**src/rtl/watch_display.sv**
```systemverilog
// watch_display: consumer side of the watch time bus.
// Converts binary hour/minute to BCD using a sequential double-dabble FSM and
// drives a 4-digit multiplexed, active-low 7-segment display (HH:MM).
// Optional feature macro: LEAD_ZERO_BLANK_EN blanks the hour-tens digit when it is 0.
module watch_display #(
  parameter int SCAN_DIV = 4
) (
  input  logic       clk,
  input  logic       rst,
  input  logic [3:0] hour,
  input  logic [5:0] minute,
  output logic       busy,
  output logic [3:0] an,
  output logic [6:0] seg
);

  localparam int PW = $clog2(SCAN_DIV);
  localparam logic [PW-1:0] PRE_MAX = PW'(SCAN_DIV - 1);

  typedef enum logic [1:0] {
    IDLE = 2'd0,
    CONV = 2'd1,
    LOAD = 2'd2
  } state_t;

  state_t        state;
  state_t        state_nx;
  logic [9:0]    last_q;
  logic [13:0]   hr_sr;      // {bcd tens, bcd ones, binary} for the hour
  logic [13:0]   mn_sr;      // {bcd tens, bcd ones, binary} for the minute
  logic [2:0]    cnt;
  logic [3:0]    d3, d2, d1, d0;
  logic [PW-1:0] prescaler;
  logic [1:0]    idx;
  logic          changed;
  logic [3:0]    cur_nib;
  logic [3:0]    an_nx;
  logic [6:0]    seg_nx;

  // One double-dabble iteration: correct each BCD nibble >=5, then shift left.
  function automatic logic [13:0] dd_step(input logic [13:0] r);
    logic [3:0] hi;
    logic [3:0] lo;
    hi = r[13:10];
    lo = r[9:6];
    if (hi >= 4'd5) hi = hi + 4'd3;
    if (lo >= 4'd5) lo = lo + 4'd3;
    return {hi[2:0], lo, r[5:0], 1'b0};
  endfunction

  // Active-low {g,f,e,d,c,b,a} pattern for a BCD nibble; non-decimal blanks.
  function automatic logic [6:0] seg_enc(input logic [3:0] n);
    case (n)
      4'd0:    return 7'h40;
      4'd1:    return 7'h79;
      4'd2:    return 7'h24;
      4'd3:    return 7'h30;
      4'd4:    return 7'h19;
      4'd5:    return 7'h12;
      4'd6:    return 7'h02;
      4'd7:    return 7'h78;
      4'd8:    return 7'h00;
      4'd9:    return 7'h10;
      default: return 7'h7F;
    endcase
  endfunction

  assign changed = ({hour, minute} != last_q);
  assign busy    = (state != IDLE);

  // Conversion FSM state register.
  always_ff @(posedge clk) begin
    // NOTE: sequential state uses non-blocking assignments so every register
    // samples pre-edge values regardless of block evaluation order.
    if (rst) state <= IDLE;
    else     state <= state_nx;
  end

  // Conversion FSM next-state logic.
  always_comb begin
    // NOTE: default assigned first so no path leaves state_nx unassigned
    // (which would infer a latch).
    state_nx = state;
    case (state)
      IDLE:    if (changed) state_nx = CONV;
      CONV:    if (cnt == 3'd5) state_nx = LOAD;
      LOAD:    state_nx = IDLE;
      default: state_nx = IDLE;
    endcase
  end

  // Conversion datapath: capture, six shift-and-correct steps, digit load.
  always_ff @(posedge clk) begin
    if (rst) begin
      last_q <= '0;
      hr_sr  <= '0;
      mn_sr  <= '0;
      cnt    <= '0;
      d3     <= '0;
      d2     <= '0;
      d1     <= '0;
      d0     <= '0;
    end else begin
      case (state)
        IDLE: begin
          if (changed) begin
            last_q <= {hour, minute};
            hr_sr  <= {8'd0, 2'b00, hour};
            mn_sr  <= {8'd0, minute};
            cnt    <= '0;
          end
        end
        CONV: begin
          hr_sr <= dd_step(hr_sr);
          mn_sr <= dd_step(mn_sr);
          cnt   <= cnt + 3'd1;
        end
        LOAD: begin
          d3 <= hr_sr[13:10];
          d2 <= hr_sr[9:6];
          d1 <= mn_sr[13:10];
          d0 <= mn_sr[9:6];
        end
        default: ;
      endcase
    end
  end

  // Scan prescaler and digit index; the index advances when the prescaler wraps.
  always_ff @(posedge clk) begin
    if (rst) begin
      prescaler <= '0;
      idx       <= '0;
    end else if (prescaler == PRE_MAX) begin
      prescaler <= '0;
      idx       <= idx + 2'd1;
    end else begin
      prescaler <= prescaler + 1'b1;
    end
  end

  // Pattern for the digit selected by the current index.
  always_comb begin
    cur_nib = d0;
    case (idx)
      2'd0:    cur_nib = d0;
      2'd1:    cur_nib = d1;
      2'd2:    cur_nib = d2;
      default: cur_nib = d3;
    endcase
    an_nx  = ~(4'b0001 << idx);
    seg_nx = seg_enc(cur_nib);
`ifdef LEAD_ZERO_BLANK_EN
    if (idx == 2'd3 && d3 == 4'd0) seg_nx = 7'h7F;
`endif
  end

  // Registered display outputs (one cycle behind the index).
  always_ff @(posedge clk) begin
    if (rst) begin
      an  <= 4'b1111;
      seg <= 7'h7F;
    end else begin
      an  <= an_nx;
      seg <= seg_nx;
    end
  end

endmodule
```
**config.mk**
```make
export PLATFORM = sky130hd
export DESIGN_NAME = watch_display
export DESIGN_NICKNAME = d
export VERILOG_FILES = /design/src/rtl/watch_display.sv
export SDC_FILE = /design/constraint.sdc
export NUM_CORES = 1
export LEC_CHECK = 0
export BUFFER_PORTS_ARGS = -buffer_cell sky130_fd_sc_hd__buf_2
export CORE_MARGIN = 2
export CORE_UTILIZATION = 57
export CTS_CLUSTER_DIAMETER = 120
export DETAILED_ROUTE_END_ITERATION = 12
export PLACE_DENSITY = 0.76
export SLEW_MARGIN = 20
export SYNTH_ARGS = -nofsm -noshare
export SYNTH_HDL_FRONTEND = slang
export SYNTH_SLANG_ARGS = --single-unit
```
**constraint.sdc**
```tcl
create_clock -name clk -period 3.5 [get_ports clk]
set_clock_uncertainty 0.2 [all_clocks]
set_input_delay 0.7 -clock clk [delete_from_list [all_inputs] [get_ports clk]]
set_output_delay 0.7 -clock clk [all_outputs]
set_load 0.1 [all_outputs]
```
==> summary.txt <==
Status
  • Status: finished clean

Place
  • Dpl hpwl: 4.88 mm
  • Placed instance count: 456
  • DP Area: 3600 um^2
  • PortBufs: 23
  • Routability cong.: 0.858

Floorplanning
  • Core Region: 5890 um^2
  • Initial Util: 58.4%
  • Ports: 24
  • Cell Rows: 28
  • Die width: 81.7 um
  • Die height: 81.7 um
  • Die Area: 6670 um^2

Finish
  • Final nets: 423
  • Area delta synth->final: 11.4%
  • Final Instance Area: 3830 um^2
  • Diode count: 0
  • Fraction of layout cells with a size suffix above 1: 13.9%
  • Final cell count without fillers: 470

Synth
  • Area leader, netlist: dfxtp_1
  • Sequential fraction of the synthesis area: 43.1%
  • Syn avg cell area: 9.29 um^2
  • Yosys cell types: 44
  • Synth cell count leaders: 74 x dfxtp_1, 47 x nand2_1, 30 x a21oi_1
  • Count leader, synth: dfxtp_1
  • Post-synth top area share: 43.1%
  • Post-synth EDFFs: 0
  • Mapped cell area: 3440 um^2
  • Synth async-reset ratio: 0%
  • Synthesis Warnings: 0
  • Synth Flop Type: dfxtp_1
  • Top post-synthesis cells by area: dfxtp_1 43%, ha_1 6.9%, nand2_1 5.1%
  • Post-Syn Nets: 401
  • Yosys reg bits: 74
  • Cells after Synth: 370

Clock network
  • H-tree Lvls: 3
  • Num CTS Buffers: 9
  • Post-CTS Resized: 0
  • CTS Root Cell: clkbuf_8
  • CTS Buffer Depth: 2
  • Clk sink count: 74
  • Clock Latency Late Sink: 0.34 ns
  • Post-CTS Setup Inserts: 0
  • Worst-path clk slew: 0.07 ns
  • Post-CTS Hold Buffers: 0
  • CTS tree: yes

Setup path
  • Worst path arrival time: 2.56 ns
  • Buf/Inv on CP: 1
  • Slowest-stage cell, CP: dfxtp_1
  • Maximum fanout along the worst path: 5
  • CP top delay family: adder cells
  • WS Path Type: flop to flop
  • Setup crit end kind: flop
  • Worst endpoint required time: 3.54 ns
  • Crit path largest cell delay: 0.43 ns
  • Cell mode on critical path: ha_1
  • Crit path cell chain: inv_1, ha_1, a222oi_1, mux2i_1, ha_1, nor2_1, a22oi_1, or2_2
  • Setup crit start kind: flop

Timing
  • Slew @ Worst Pin: 0.953 ns
  • Maximum clock rate: 397 MHz
  • Tcrit/Tclk final: 72.0%
  • TNS Setup: 0 ns
  • Slew margin rel.: 36.0%
  • Min Tclk post-route: 2.52 ns
  • Final setup viols: 0
  • RSZ-0062 raised after global routing: false
  • Slew Limit Fails: 0
  • Final Hold Vio Count: 0

Drt
  • Drt drc: 0
  • Post-route ant nets: 0
  • DR WL/cell: 15.0 um
  • Drt via density: 5.83
  • DRT iter0 DRCs: 209
  • Vias: 2,739
  • Final wirelength: 7.04 mm
  • Drt pass-1 iters: 5

Global routing
  • First-pass GRT wire length: 12.1 mm
  • Pin count of the biggest net entering global routing: 33
  • Vias in the first global route: 2,625
  • Global-route usage over all layers: 23.7%
  • Initial antenna violation count: 0
  • GRT overflow: 0

Worst hold path
  • Hold Crit Class: flop to flop

Power and ir drop
  • Power Density: 480 nW/um^2
  • Cell leakage power: 1.51 nW
  • Maximum vdd drop: 0.332 mV
  • Pwr Total: 1.84 mW

Flow run
  • Max-cap violations: 0
[placed cells by master, fill, tap and decap left out, types with 2 or more instances in the layout]
cell / count
a22oi_1: 7
nor2_1: 22
dfxtp_1: 74
nor2_4: 2
mux2_2: 4
bufinv_16: 2
clkbuf_8: 12
inv_1: 19
xor2_1: 10
a221o_1: 6
a222oi_1: 4
mux2i_1: 12
a31oi_1: 8
ha_1: 19
a21oi_1: 30
nand2_1: 47
a221oi_1: 6
xnor2_1: 12
a22o_1: 9
nor3_1: 15
nor4_4: 3
a21o_1: 3
nand2b_1: 8
a32o_1: 2
buf_2: 23
nor2b_1: 7
o21ai_0: 7
buf_4: 5
a211o_1: 2
[metal layers]
layer	up-vias	routed length (um)	track usage, %
li1	1341	-	-
met1	1297	3270	29.9
met2	82	3240	38.6
met3	19	346	5.27
met4	0	178	10.8
met5	-	0	0
[stage by stage]
stage	worst slack, ns	util, %	hold WS [ns]
2_1_floorplan	1.24	-	0.204
3_3_place_gp	0.936	61.2	0.213
3_5_place_dp	0.890	61.2	0.223
4_1_cts	0.954	65.1	0.233
5_1_grt	0.744	65.1	0.266
6_report	0.979	65.1	0.230
[worst reg2reg max path: stages (launching register included)]
cell      delay [ns]
dfxtp_1         0.43
inv_1           0.09
ha_1            0.27
a222oi_1        0.40
mux2i_1         0.25
ha_1            0.25
nor2_1          0.15
a22oi_1         0.10
or2_2           0.27
[cells by family after synthesis]
| kind of cell | count (synthesis) | synth area share [%] |
|---|---|---|
| DFF | 74 | 43.1 |
| adders and majority gates | 19 | 6.92 |
| xor gates and xnor gates | 22 | 5.61 |
| muxes | 16 | 4.81 |
| buffers and inverters | 37 | 4.48 |
| and+or+nand+nor | 111 | 16.5 |
| AOI/OAI and AO/OA | 91 | 18.6 |
[registers in the layout, indices dropped and copies added (netlist names), 3 cells and up]
| name | cells |
|---|---|
| d0 | 4 |
| d2 | 4 |
| cnt | 3 |
| seg | 7 |
| d3 | 4 |
| d1 | 4 |
| an | 4 |
| last_q | 10 |
| hr_sr | 14 |
| mn_sr | 14 |
[final timing paths]
kind	startpoint	endpoint	slack (ns)	cells past startpoint
max reg2reg	idx[0]$_SDFFE_PP0P_	seg[5]$_SDFF_PP1_	0.98	8
min reg2reg	prescaler[0]$_SDFF_PP0_	prescaler[0]$_SDFF_PP0_	0.23	1
min	prescaler[0]$_SDFF_PP0_	prescaler[0]$_SDFF_PP0_	0.23	1
max	idx[0]$_SDFFE_PP0P_	seg[5]$_SDFF_PP1_	0.98	8
[power breakdown]
part	internal [mW]	leakage, nW	switching [mW]
Sequential	0.874	0.605	0.0236
Combinational	0.0625	0.791	0.134
Clock	0.452	0.115	0.293
Total	1.39	1.51	0.451
[layout make-up]
| type | count | area [um^2] |
|---|---|---|
| fillers | 493 | 2060 |
| multi-input cells | 259 | 1800 |
| flip-flops and latches | 74 | 1480 |
| clock buffers | 12 | 165 |
| repair buffers | 28 | 153 |
| well taps | 75 | 93.8 |
| inverters | 20 | 75.1 |
| clock inverters | 2 | 60.1 |
No activity file was read; power rests on OpenSTA's default activity.
